File: config.mk
export PLATFORM = sky130hd
export DESIGN_NAME = sa_tile_writer
export DESIGN_NICKNAME = d
export VERILOG_FILES = /design/src/rtl/sa_tile_writer.sv
export SDC_FILE = /design/constraint.sdc
export NUM_CORES = 1
export LEC_CHECK = 0
export BUFFER_PORTS_ARGS = -buffer_cell sky130_fd_sc_hd__buf_4
export CAP_MARGIN = 25
export CORE_AREA = 3 3 231 233
export CTS_CLUSTER_DIAMETER = 120
export DETAILED_ROUTE_END_ITERATION = 10
export DIE_AREA = 0 0 234 236
export REMOVE_ABC_BUFFERS = 1
export SLEW_MARGIN = 5
export SYNTH_ARGS = -nofsm -noshare
export SYNTH_HDL_FRONTEND = slang
export SYNTH_SLANG_ARGS = --single-unit
File: constraint.sdc
create_clock -name clk -period 28.2 [get_ports clk]
set_input_delay 5.64 -clock clk [delete_from_list [all_inputs] [get_ports clk]]
set_output_delay 5.64 -clock clk [all_outputs]
set_load 0.005 [all_outputs]
File: src/rtl/sa_tile_writer.sv
// sa_tile_writer: accepts systolic-array output rows over valid/ready and
// writes them into one of NUM_BANKS ping-pong BRAM banks at base + n*stride.
// Each bank is marked full when a tile completes and freed by the reader.
module sa_tile_writer #(
  parameter  int DATA_W    = 256,
  parameter  int ADDR_W    = 16,
  parameter  int MAX_ROWS  = 16,
  parameter  int NUM_BANKS = 2,
  localparam int ROWS_W    = $clog2(MAX_ROWS + 1),
  localparam int BANK_W    = (NUM_BANKS > 1) ? $clog2(NUM_BANKS) : 1
) (
  input  logic                 clk,
  input  logic                 rst,
  input  logic                 start,
  input  logic                 abort,
  input  logic [ADDR_W-1:0]    cfg_base,
  input  logic [ADDR_W-1:0]    cfg_stride,
  input  logic [ROWS_W-1:0]    cfg_rows,
  input  logic                 in_valid,
  input  logic [DATA_W-1:0]    in_data,
  output logic                 in_ready,
  output logic [NUM_BANKS-1:0] bram_en,
  output logic                 bram_we,
  output logic [ADDR_W-1:0]    bram_addr,
  output logic [DATA_W-1:0]    bram_din,
  input  logic [NUM_BANKS-1:0] bank_release,
  output logic [NUM_BANKS-1:0] bank_full,
  output logic [BANK_W-1:0]    wr_bank,
  output logic                 busy,
  output logic                 write_done,
  output logic [15:0]          tile_count
);

  typedef enum logic [1:0] {IDLE, WAIT_BANK, WRITE} state_t;

  state_t               state_q, state_d;
  logic [ADDR_W-1:0]    stride_q, stride_d;
  logic [ADDR_W-1:0]    addr_q, addr_d;
  logic [ROWS_W-1:0]    rows_q, rows_d;
  logic [ROWS_W-1:0]    cnt_q, cnt_d;
  logic [NUM_BANKS-1:0] full_q, full_d;
  logic [BANK_W-1:0]    bank_q, bank_d;
  logic [15:0]          tiles_q, tiles_d;
  logic [NUM_BANKS-1:0] en_q, en_d;
  logic                 we_q, we_d;
  logic [ADDR_W-1:0]    baddr_q, baddr_d;
  logic [DATA_W-1:0]    din_q, din_d;
  logic                 done_q, done_d;

  logic                 fire;
  logic                 last;
  logic [NUM_BANKS-1:0] bank_onehot;
  logic [NUM_BANKS-1:0] set_mask;
  logic [BANK_W-1:0]    bank_next;

  // Abort suppresses acceptance in the same cycle so no row is taken and dropped.
  assign in_ready    = (state_q == WRITE) && !abort;
  assign fire        = in_valid && in_ready;
  assign last        = fire && ((cnt_q + ROWS_W'(1)) == rows_q);
  assign bank_onehot = NUM_BANKS'(1) << bank_q;
  assign bank_next   = (bank_q == BANK_W'(NUM_BANKS - 1)) ? '0 : bank_q + BANK_W'(1);

  // Next-state logic: FSM transitions, address/row tracking, registered BRAM port.
  always_comb begin
    state_d  = state_q;
    stride_d = stride_q;
    addr_d   = addr_q;
    rows_d   = rows_q;
    cnt_d    = cnt_q;
    bank_d   = bank_q;
    tiles_d  = tiles_q;
    en_d     = '0;
    we_d     = 1'b0;
    baddr_d  = baddr_q;
    din_d    = din_q;
    done_d   = 1'b0;
    set_mask = '0;

    case (state_q)
      IDLE: begin
        if (start && !abort) begin
          stride_d = cfg_stride;
          addr_d   = cfg_base;
          rows_d   = (cfg_rows == '0) ? ROWS_W'(MAX_ROWS) : cfg_rows;
          cnt_d    = '0;
          state_d  = full_q[bank_q] ? WAIT_BANK : WRITE;
        end
      end
      WAIT_BANK: begin
        if (!full_q[bank_q]) state_d = WRITE;
      end
      WRITE: begin
        if (fire) begin
          en_d    = bank_onehot;
          we_d    = 1'b1;
          baddr_d = addr_q;
          din_d   = in_data;
          addr_d  = addr_q + stride_q;
          cnt_d   = cnt_q + ROWS_W'(1);
          if (last) begin
            set_mask = bank_onehot;
            bank_d   = bank_next;
            tiles_d  = tiles_q + 16'd1;
            done_d   = 1'b1;
            state_d  = IDLE;
          end
        end
      end
      default: state_d = IDLE;
    endcase

    if (abort) state_d = IDLE;

    // A completing tile wins over a release of the same bank.
    full_d = (full_q & ~bank_release) | set_mask;
  end

  // State and datapath registers; reset clears every output.
  always_ff @(posedge clk or posedge rst) begin
    if (rst) begin
      state_q  <= IDLE;
      stride_q <= '0;
      addr_q   <= '0;
      rows_q   <= '0;
      cnt_q    <= '0;
      full_q   <= '0;
      bank_q   <= '0;
      tiles_q  <= '0;
      en_q     <= '0;
      we_q     <= 1'b0;
      baddr_q  <= '0;
      din_q    <= '0;
      done_q   <= 1'b0;
    end else begin
      state_q  <= state_d;
      stride_q <= stride_d;
      addr_q   <= addr_d;
      rows_q   <= rows_d;
      cnt_q    <= cnt_d;
      full_q   <= full_d;
      bank_q   <= bank_d;
      tiles_q  <= tiles_d;
      en_q     <= en_d;
      we_q     <= we_d;
      baddr_q  <= baddr_d;
      din_q    <= din_d;
      done_q   <= done_d;
    end
  end

  assign bram_en    = en_q;
  assign bram_we    = we_q;
  assign bram_addr  = baddr_q;
  assign bram_din   = din_q;
  assign bank_full  = full_q;
  assign wr_bank    = bank_q;
  assign busy       = (state_q != IDLE);
  assign write_done = done_q;
  assign tile_count = tiles_q;

endmodule
==> results of run 1 <==
flip-flops by register name (all words and copies together) (netlist names):
register,count
bram_din,256
addr_q,16
bram_addr,16
stride_q,16
tile_count,16
cnt_q,5
rows_q,5
bank_full,2
bram_en,2
state_q,2
bram_we,1
wr_bank,1
write_done,1
placed cells by master, fill, tap and decap left out, types with 6 or more instances in the layout:
cell,netlist,routed
buf_4,2,604
clkbuf_16,0,41
a21oi_1,25,25
xnor2_1,20,20
and3_1,9,9
nor2_1,18,18
clkbuf_8,0,9
dfrtp_1,339,339
nand2_1,902,901
nand4_1,8,8
a31oi_1,6,6
clkbuf_1,32,11
nand3_1,16,16
o21ai_0,28,28
xor2_1,14,14
ha_1,17,17
inv_1,9,8
per-stage QoR:
stage          total power, W  cell area [sq um]  instances
2_1_floorplan        0.000869              13300       1460
3_3_place_gp          0.00114              18800       2745
3_5_place_dp          0.00115              18800       2745
4_1_cts               0.00168              20100       2816
5_1_grt               0.00176              20200       2822
6_report              0.00165              20200       2823
worst register-to-register path, stage by stage, from the launching register on:
cell and delay (ps):
dfrtp_1 490, nand2b_1 750, nor2_1 240, nand2_4 170, buf_4 730, buf_4 660
buf_12 330, nand2_1 140, nand2_1 70
worst paths after layout:
kind                                  to  slack [ps]  cells past startpoint
hold reg to reg            bram_din[186]         470                      2
max in group asynchronous  bram_din[153]       21400                      3
hold / removal             bram_din[186]         470                      2
min in group asynchronous  bram_din[105]        5190                      2
setup / recovery                in_ready       16310                      3
setup reg to reg            bram_din[76]       24570                      8
area by class of cell:
cell class / count / area [sq um] / area share (%)
antenna: 4 / 10.0 / 0.0496
clock buffer: 61 / 1190 / 5.91
clock inverter: 10 / 118 / 0.583
inverter: 10 / 52.6 / 0.261
multi-input combinational: 1111 / 4830 / 24.0
sequential: 339 / 8480 / 42.1
tap: 680 / 851 / 4.22
timing repair buffer: 608 / 4630 / 23.0
per-layer routing:
layer	routed length, microns	share of wire, %
met5	13	0.028
met4	976	2.1
met3	4440	9.7
met2	22600	49
met1	17700	39
report_power, final:
part           internal, W  switching, W  total (W)  leakage (nW)
combinational     0.000239      0.000210   0.000449          6.14
clock             0.000310      0.000206   0.000515         0.641
sequential        0.000610     0.0000753   0.000685          4.28
total              0.00116      0.000491    0.00165          11.1
cell families after synthesis:
kind of cell,synth area share (%)
AND/OR/NAND/NOR,27.7
flip-flops,62.1
buffers and inverters,2.71
AO/OA/AOI/OAI,3.44
XOR/XNOR,2.18
adder cells (fa/ha/maj),1.70
multiplexers,0.156
==> impl_summary.md, run 1 <==
Synth
After synthesis the netlist holds a flip-flop and latch count of 339. The commonest cells after synthesis are 902 x nand2_1, 339 x dfrtp_1, 32 x clkbuf_1. Of the synthesized area, sequential elements account for 62.1%. Yosys mapped the design onto 41 distinct sky130hd cell types.

In the synthesized netlist the dominant register cell turns out to be dfrtp_1. The number of warnings printed during yosys synthesis is 0. Of all cell types, the one taking the most synthesized area is dfrtp_1. The most common cell in the synthesized netlist is nand2_1. By area the synthesized netlist is led by dfrtp_1 62%, nand2_1 25%, ha_1 1.6%, xnor2_1 1.3%, buf_2 1.1%. The area share of the largest cell type after synthesis is 62.1%. The async set-or-reset flop fraction in the synthesized netlist is 100%. The number of flops mapped to enable cells by yosys is 0.

The mean post-synth cell area is 8.89 sq um. The number of cells produced by synthesis is 1537. The post-synthesis instance area is 13700 sq um.

Drt
The count of nets left with antenna violations once routing finished came out at 0. The routed length per placed instance is 16.2 microns. Summing over every cut layer, the via total after detailed routing is 12100. The violation count after the first detailed-routing iteration is 742. Summed over all layers, the routed wires come to 45.7 mm. The count of TritonRoute iterations in the first routing pass is 5. The number of remaining DRC errors is 0. In the routed layout, each cell is associated on average with a via count of 4.28.

Critical path
The data required time at the worst endpoint is 22560 ps. STA classifies the critical path endpoint as an output pin. The kind of cell with the highest combined delay along the critical path is buffers and inverters. The master of the slowest instance on the critical path is nor2_1. The critical path startpoint is abort. The longest individual stage delay on the worst path is 280 ps. The total buffers and inverters traversed by the critical path is 2. The most repeated library cell on the critical path is buf_4. Of all nets on the critical path, the largest fanout is 8. The worst setup path is launched from a primary input. The startpoint identified for the worst register-to-register timing path is state_q[0]. Walking the worst path, the cells encountered are buf_4, nor2_1, buf_4. The worst setup path is of the primary input to output pin kind. The data arrival time of the critical path is 6250 ps.

Clock network
The clock slew at the register clock pins of the worst setup and hold paths is 50 ps. The H-tree generated during clock tree synthesis spans 2 levels. The total number of clock tree sinks is 339.

TritonCTS created 40 clock buffers. Clock tree synthesis selected as its root buffer the cell clkbuf_16. At the later pin of the worst-skew pair, clock insertion delay measures 550 ps. Once the clock tree was built, the setup fixing pass inserted 0 buffers.

The largest buffer count on any clock path is 3. The CTS tree is built. After clock tree synthesis, the repair step resized 0 gates. The hold-fix buffer count after cts is 0.

STA
At the pin with the least slew margin, the transition time is 1000 ps. The worst path uses 42.2% of the clock period. The maximum clock frequency is 84.1 MHz. The number of max-slew violations in the final report was 0. After routing, the total negative slack on setup checks comes to 0 ps.

The worst path in the final design needs a cycle of 11890 ps, including I/O delays and setup. The hold slack is 472 ps. Setup repair after global routing left no endpoint under its margin.

The number of hold violations in the final report is 0. After layout, the worst setup slack is 16310 ps. The clock skew is 24.8 ps.

In this run the tightest slew margin relative to its limit is 33.2%. The number of setup violations in the final report is 0.

Worst hold path
The start point of the worst min-delay path is bram_din[186]. The worst hold-check path type is flip-flop to flip-flop.

Global route
The first global-routing pass estimated 69.6 mm of wire. Global routing consumed, on the met3 layer, 5.98% of the routing resources. The number of global-route vias before repair is 12100.

Entering global routing, the biggest net connects 173 pins. Across every metal layer, demand over resource in global routing totals 15.9%. The total congestion overflow after global routing is 0. The initial antenna violation count was 4.

Global routing used 27.0% of the available met2 tracks. For met1 alone, demand over resource in global routing was 18.7%. The most used routing layer in global routing is met2.

Final layout
Compared with the post-synthesis result, the final layout area differs by 47.5%. The utilization after layout is 39.2%. Cells with a size suffix above 1 make up 31.7% of the layout. The number of nets in the layout is 2428.

The number of filler instances in the final layout is 5190.

Floorplanning
597 I/O pins were placed. The die covers 55200 sq um. The die is 234 microns wide. The die is 236 microns tall.

The area of the core is 51400 sq um. The effective utilization at floorplan is 26.6%. The initialized floorplan defines 83 standard-cell rows.

Placed design
The HPWL after detailed placement is 33.3 mm. The placement-stage worst setup slack is 16300 ps. The number of input and output port buffers inserted is 596. The final weighted congestion in routability-driven placement is 0.870.

Outcome
The flow ran to the end, and the final reports show no timing, DRC or antenna violations.

Pwr
IR analysis of the VDD net gives a maximum drop of 42.4 uV. The power per cell area is 81.8 nW/um^2. The static leakage is 11.1 nW.

Run
The tool flagged a number of max-cap violations equal to 0.
Power figures use the tool's default switching activity.
==> run 2: changes to the inputs <==
--- a/config.mk
+++ b/config.mk
@@ -7,10 +7,10 @@
 export LEC_CHECK = 0
 export BUFFER_PORTS_ARGS = -buffer_cell sky130_fd_sc_hd__buf_4
 export CAP_MARGIN = 25
-export CORE_AREA = 3 3 231 233
+export CORE_AREA = 3 3 230 232
 export CTS_CLUSTER_DIAMETER = 120
 export DETAILED_ROUTE_END_ITERATION = 10
-export DIE_AREA = 0 0 234 236
+export DIE_AREA = 0 0 233 235
 export REMOVE_ABC_BUFFERS = 1
 export SLEW_MARGIN = 5
 export SYNTH_ARGS = -nofsm -noshare
==> constraint.sdc (replaced) <==
create_clock -name clk -period 10.1 [get_ports clk]
set_input_delay 2.02 -clock clk [delete_from_list [all_inputs] [get_ports clk]]
set_output_delay 2.02 -clock clk [all_outputs]
set_load 0.005 [all_outputs]
==> run 2 against run 1 <==
Against the previous run:
- clock-buffer cell count is 2 higher
- cell area is 0.36% lower
- highest routed layer unchanged
- wire length up 1.2%
- largest cell class unchanged
- critical path type unchanged
- sequential power grew to 2.8 times the previous value
- clock skew is 17 ps lower
==> impl_summary.md, run 2 (same netlist as run 1, synthesis figures left out) <==
Outcome
The run finished with clean final reports.

Global route
The wire length of the first global-routing pass is 70.2 mm (+0.76%). The pin count of the biggest net entering global routing was 180 (+4.0%). The number of global-route vias before repair was 12200 (+0.45%). The overall global routing resource usage is 16.3% (+0.33 points).

The total congestion overflow after global routing is 0 (unchanged). The initial antenna violation count is 4 (unchanged).

Clock network
The clock slew at the register clock pins of the worst setup and hold paths is 50 ps (about the same). The root buffer cell chosen for the clock tree is clkbuf_16. The number of gates resized after cts is 0 (unchanged). The largest buffer count on any clock path is 3 (unchanged). The total number of clock tree sinks came to 339 (unchanged). The number of CTS-inserted buffers is 40 (unchanged). The buffer count from post-CTS setup fixing is 0 (unchanged). TritonCTS built the clock tree. The depth of the CTS H-tree is 2 (unchanged). The hold-fix buffer count after cts is 0 (unchanged). The worst-skew pair later-pin latency is 540 ps (about the same).

STA
The relative max-transition margin is 18.8% (-14 points). The ratio of final minimum period to clock period is 45.6%. Setup repair after global routing left no endpoint under its margin. The clock skew was 8.31 ps (-16.5 ps). The routed design could run at a clock period as short as 4600 ps. The number of setup violations in the final report was 0 (unchanged). Static timing analysis puts the maximum clock frequency at 217 MHz. The number of hold violations in the final report came to 0 (unchanged). The transition time at the pin with the least slew margin was 1220 ps (+217 ps). The worst setup margin is 5500 ps (-10810 ps).

The hold slack is 470 ps (-2.37 ps). The number of max-slew violations in the final report is 0 (unchanged).

Placed design
The HPWL after detailed placement is 33.8 mm (+1.5%). The placement-stage worst setup slack is 5340 ps (-10960 ps). The final weighted congestion in routability-driven placement came to 0.849 (-2.5%). The number of cells in the design after placement came to 2745 (unchanged).

The number of input and output port buffers inserted is 596 (unchanged).

Worst hold path
The worst hold-check path type is flip-flop to flip-flop. The worst hold path cell count is 2 (unchanged).

Critical path
The worst setup path category is primary input to output pin. The largest individual stage delay along the critical path comes from the cell nor2_1. The worst setup path is captured at an output pin. The longest individual stage delay on the worst path is 230 ps (-50 ps). The length in cells of the worst reg-to-reg path is 7 (-1).

STA classifies the critical path startpoint as a primary input. Counting stages on the worst path, the most repeated cell is buf_4. The peak fanout along the critical path is 8 (unchanged). The critical path goes through buf_4, nor2_1, buf_4. The data arrival time of the critical path is 2580 ps (-3670 ps).

The data required time at the worst endpoint came to 8080 ps (-14480 ps).

Floorplanning
The die area came to 54800 sq um (-0.85%). The area of the core is 51200 sq um (-0.40%). The site row count is 83 (unchanged). The floorplan die height was 235 microns (-0.42%). The effective utilization at floorplan is 26.7% (+0.11 points). The I/O pin count came to 597 (unchanged). The die extent in x is 233 microns (-0.43%).

Final layout
The fraction of final layout cells sized beyond drive strength 1 was 31.5% (-0.14 points). Leaving out fill and tap cells, the most frequent cells in the layout are 901 x nand2_1, 605 x buf_4, 339 x dfrtp_1. The number of nets in the layout came to 2428 (unchanged).

The number of flip-flops under the largest register name is 256 (unchanged). The number of filler instances in the final layout came to 5150 (-0.77%). The area growth from synthesis to layout is 47.0%. The final standard cell count with taps included and fillers excluded is 2818 (-0.18%). The leading cell type in the layout, fill and taps excluded is nand2_1.

Drt
The routed via count divided by cell count is 4.34 (+1.3%). The total via count in the routed design was 12200 (+1.1%). The routed length per placed instance is 16.4 microns (+1.4%).

The count of TritonRoute iterations in the first routing pass is 5 (unchanged). The violation count after the first detailed-routing iteration is 740 (-0.27%). The final antenna-violating net count came to 0 (unchanged). The overall routed net length came to 46.3 mm (+1.2%).

The number of remaining DRC errors is 0 (unchanged).

Pwr
The static leakage is 11.0 nW (-0.33%). The highest ir drop seen on vdd was 117 uV (+180%). The power per cell area was 228 nW/um^2 (+180%).

Run
The number of max-cap violations came to 0 (unchanged).
[run 2: final cells by class]
class,instances,area [sq um],area share (%)
Tap cell,680,851,4.23
Clock inverter,5,58.8,0.293
Clock buffer,63,1210,6.01
Inverter,10,52.6,0.262
Multi-Input combinational cell,1111,4830,24.0
Timing Repair Buffer,608,4600,22.9
Sequential cell,339,8480,42.2
Antenna cell,2,5.00,0.0249
[run 2: critical path: cells and delay by family]
kind          cells  cell delay [ps]
buf+inv           2              320
simple gates      1              230
[run 2: power breakdown]
part	switching, W	total [W]	internal (W)
Clock	0.000557	0.00140	0.000842
Combinational	0.000596	0.00126	0.000667
Sequential	0.000213	0.00192	0.00170
Total	0.00137	0.00458	0.00321
[run 2: worst paths after layout]
path | start | end | slack (ps)
max | abort | in_ready | 5500
min | bram_addr[10] | bram_addr[10] | 470
max reg2reg | state_q[0] | bram_din[146] | 6310
min reg2reg | bram_addr[10] | bram_addr[10] | 470
max in group asynchronous | rst | bram_din[204] | 6870
min in group asynchronous | rst | bram_din[95] | 1570
[run 2: per-stage QoR]
| stage | utilization (%) | instance area [sq um] | power, W | TNS, ps |
|---|---|---|---|---|
| global placement | 36.7 | 18800 | 0.00319 | 0 |
| global route | 39.2 | 20100 | 0.00489 | 0 |
| CTS | 39.1 | 20000 | 0.00465 | 0 |
| finish | 39.2 | 20100 | 0.00458 | 0 |
| detailed placement | 36.7 | 18800 | 0.00322 | 0 |
| floorplan | - | 13300 | 0.00243 | -803850 |
[run 2: routing by layer]
metal  track usage, %  wire [microns]  part of all wire, %
met5                0               7                0.015
met4             4.74            1180                  2.5
met3             5.92            4500                  9.7
met2             27.2           22300                   48
met1             19.6           18300                   39
==> run 3: changes to the inputs <==
--- a/config.mk
+++ b/config.mk
@@ -5,12 +5,13 @@
 export SDC_FILE = /design/constraint.sdc
 export NUM_CORES = 1
 export LEC_CHECK = 0
+export ABC_AREA = 1
 export BUFFER_PORTS_ARGS = -buffer_cell sky130_fd_sc_hd__buf_4
 export CAP_MARGIN = 25
-export CORE_AREA = 3 3 230 232
+export CORE_AREA = 3 3 234 236
 export CTS_CLUSTER_DIAMETER = 120
 export DETAILED_ROUTE_END_ITERATION = 10
-export DIE_AREA = 0 0 233 235
+export DIE_AREA = 0 0 237 239
 export REMOVE_ABC_BUFFERS = 1
 export SLEW_MARGIN = 5
 export SYNTH_ARGS = -nofsm -noshare
==> constraint.sdc (replaced) <==
create_clock -name clk -period 3.7 [get_ports clk]
set_input_delay 0.74 -clock clk [delete_from_list [all_inputs] [get_ports clk]]
set_output_delay 0.74 -clock clk [all_outputs]
set_load 0.005 [all_outputs]
==> run 3 against run 2 <==
Against the previous run:
- clock-buffer cell count is 2 lower
- register-to-register slack lost 4900 ps
- worst setup slack got worse by 4100 ps
- die area up 3.4%
- area after synthesis is 5.8% higher
- final cell count rose by 8.0%
- clock skew is 3.6 ps higher
- synthesized cell count grew 13%
- largest cell class unchanged
- largest power group unchanged
==> impl_summary.md, run 3 <==
Final layout
The area growth from synthesis to layout is 43.9%. The number of nets in the layout came to 2641 (+8.8%). The final standard cell count with taps included and fillers excluded is 3044 (+8.0%).

The fraction of final layout cells sized beyond drive strength 1 is 29.4% (-2.1 points). The number of filler instances in the final layout is 5378 (+4.4%). The number of flip-flops under the largest register name is 256 (unchanged).

In the layout the commonest cells are 1036 x nand2_1, 605 x buf_4, 339 x dfrtp_1. The leading cell type in the layout, fill and taps excluded is nand2_1. The utilization after layout is 39.5% (+0.29 points).

Critical path
The longest individual stage delay on the worst path is 570 ps (+340 ps). The type of element capturing the critical path is a flip-flop. The data arrival time of the critical path is 2800 ps (+220 ps).

The master of the slowest instance on the critical path is buf_4. The signal on the critical path passes through inv_2, nand2_4, nor2_8, inv_2, nor2_4, buf_4, buf_4, nand2_1, nand2_1. The peak fanout along the critical path is 65 (+57). STA classifies the critical path startpoint as a flip-flop.

The critical path is of the flip-flop to flip-flop type. The endpoint identified for the worst register-to-register timing path is bram_din[26]. The reg2reg setup slack came to 1380 ps (-4930 ps). The length in cells of the worst reg-to-reg path is 9 (+2). The launch point of the worst reg-to-reg path is state_q[0]. The data required time at the worst endpoint is 4180 ps (-3900 ps).

Synth
The synthesis-stage register bit count was 339 (unchanged). The number of unique standard cell types used by synthesis is 35 (-15%). The number of flops mapped to enable cells by yosys came to 0 (unchanged).

The proportion of synthesized chip area in sequential cells is 58.6% (-3.4 points). The async set-or-reset flop fraction in the synthesized netlist is 100% (unchanged). The most used flip-flop cell after synthesis is dfrtp_1. The number of warnings printed during yosys synthesis is 0 (unchanged). The area share of the largest cell type after synthesis is 58.6% (-3.4 points). The number of cells produced by synthesis is 1743 (+13%).

The post-synthesis instance area is 14500 sq um (+5.8%). Of all cell types, the one taking the most synthesized area is dfrtp_1. The cell with the most instances after synthesis is nand2_1. By count the netlist is led by 1036 x nand2_1, 339 x dfrtp_1, 80 x inv_1.

The mean post-synth cell area is 8.30 sq um (-6.7%). In the post-synthesis netlist, the biggest area contributors are dfrtp_1 59%, nand2_1 27%, inv_1 2.1%, ha_1 1.5%, nor2_1 1.4%.

Clock network
The worst-skew pair later-pin latency came to 540 ps (about the same). The depth of the CTS H-tree is 2 (unchanged). The number of CTS-inserted buffers is 40 (unchanged). The root cell of the clock tree is clkbuf_16. The hold-fix buffer count after cts came to 0 (unchanged). The CTS tree is built. The total number of clock tree sinks came to 339 (unchanged). The clock slew at the register clock pins of the worst setup and hold paths is 60 ps (about the same). The number of gates resized after cts is 0 (unchanged). The buffer count from post-CTS setup fixing is 0 (unchanged). The largest buffer count on any clock path is 3 (unchanged).

Floorplanning
The die area came to 56600 sq um (+3.4%). The I/O pin count is 597 (unchanged). The effective utilization at floorplan came to 27.5% (+0.78 points).

The die extent in x is 237 microns (+1.7%). The area of the core came to 52700 sq um (+2.8%). The site row count came to 84 (+1.2%). The floorplan die height is 239 microns (+1.7%).

STA
The relative max-transition margin is 31.9% (+13 points). The number of hold violations in the final report is 0 (unchanged). The clock skew is 11.9 ps (+3.57 ps). Dividing the final minimum period by the clock period gives 62.8%. For this run, the top clock speed supported by timing is 430 MHz.

The transition time at the pin with the least slew margin is 1020 ps (-198 ps). Setup repair after global routing left no endpoint under its margin. The post-layout minimum cycle time is 2320 ps.

The worst setup margin is 1380 ps (-4120 ps). The hold slack is 309 ps (-161 ps). The number of max-slew violations in the final report is 0 (unchanged).

The number of setup violations in the final report was 0 (unchanged).

Drt
The routed via count divided by cell count is 4.32 (-0.49%). The final antenna-violating net count was 0 (unchanged). The routed length per placed instance came to 16.4 microns (-0.28%).

The violation count after the first detailed-routing iteration is 723 (-2.3%). The number of remaining DRC errors came to 0 (unchanged). The total via count in the routed design came to 13100 (+7.5%). The overall routed net length came to 49.9 mm (+7.7%). The count of TritonRoute iterations in the first routing pass was 4 (-1).

Global route
The number of global-route vias before repair is 13000 (+7.0%). The overall global routing resource usage is 16.8% (+0.50 points). The initial antenna violation count is 4 (unchanged). The total congestion overflow after global routing is 0 (unchanged). The pin count of the biggest net entering global routing was 168 (-6.7%).

The wire length of the first global-routing pass is 75.6 mm (+7.7%).

Placed design
The number of cells in the design after placement is 2969 (+8.2%). The HPWL after detailed placement was 37.4 mm (+11%). The final weighted congestion in routability-driven placement is 0.873 (+2.9%). The number of input and output port buffers inserted is 596 (unchanged).

The placement-stage worst setup slack is 1020 ps (-4320 ps).

Pwr
The static leakage is 11.7 nW (+5.7%). The power per cell area is 797 nW/um^2 (+250%). The highest ir drop seen on vdd is 404 uV (+250%).

Run
The number of max-cap violations is 0 (unchanged).

Outcome
The run finished with clean final reports.

Worst hold path
The path class of the tightest hold or removal check is primary input to async pin.
run 3: worst max-delay path, delay by kind of cell, from the launching register on:
kind                   cells  cell delay, ps
AND/OR/NAND/NOR            5             720
buffers and inverters      4            1060
flip-flops                 1             410
run 3: worst max-delay path by stage:
stage / startpoint / endpoint / cells past startpoint
2_1_floorplan: rst / addr_q[0] / 1
3_3_place_gp: abort / bram_addr[1] / 8
3_5_place_dp: abort / bram_din[9] / 8
4_1_cts: state_q[0] / bram_din[131] / 9
5_1_grt: state_q[0] / bram_addr[2] / 9
6_report: state_q[0] / bram_din[26] / 9
run 3: layer usage:
metal,track usage [%],vias up,part of all wire (%)
met5,0,-,0.062
met4,3.98,4,2.0
met3,4.63,62,7.2
met2,29.3,392,50
met1,20.5,6208,41
li1,-,6478,-
run 3: report_power, final:
group | switching (W) | leakage, nW | internal [W] | total (W)
registers | 0.00102 | 4.23 | 0.00537 | 0.00639
logic | 0.00320 | 6.78 | 0.00310 | 0.00630
clock network | 0.00158 | 0.642 | 0.00232 | 0.00391
run 3: logic make-up after synthesis:
kind of cell | share of synthesized area (%)
adders and majority gates | 1.61
AOI/OAI and AO/OA | 2.20
buffers and inverters | 5.60
DFF | 58.6
and+or+nand+nor | 31.1
xor gates and xnor gates | 0.848
run 3: through the flow:
stage	total power (W)	setup TNS (ps)	cell area, sq um
global route	0.0179	0	20800
CTS	0.0169	0	20800
global placement	0.0127	0	19500
floorplan	0.00908	-3212430	14000
finish	0.0166	0	20800
detailed placement	0.0129	0	19500
run 3: final cells by class:
class / count / area [sq um] / share of cell area (%)
clock buffer: 61 / 1200 / 5.78
inverter: 87 / 342 / 1.64
sequential: 339 / 8480 / 40.8
tap: 688 / 861 / 4.14
antenna: 3 / 7.51 / 0.0361
timing repair buffer: 610 / 4640 / 22.3
multi-input combinational: 1245 / 5170 / 24.9
clock inverter: 11 / 105 / 0.505
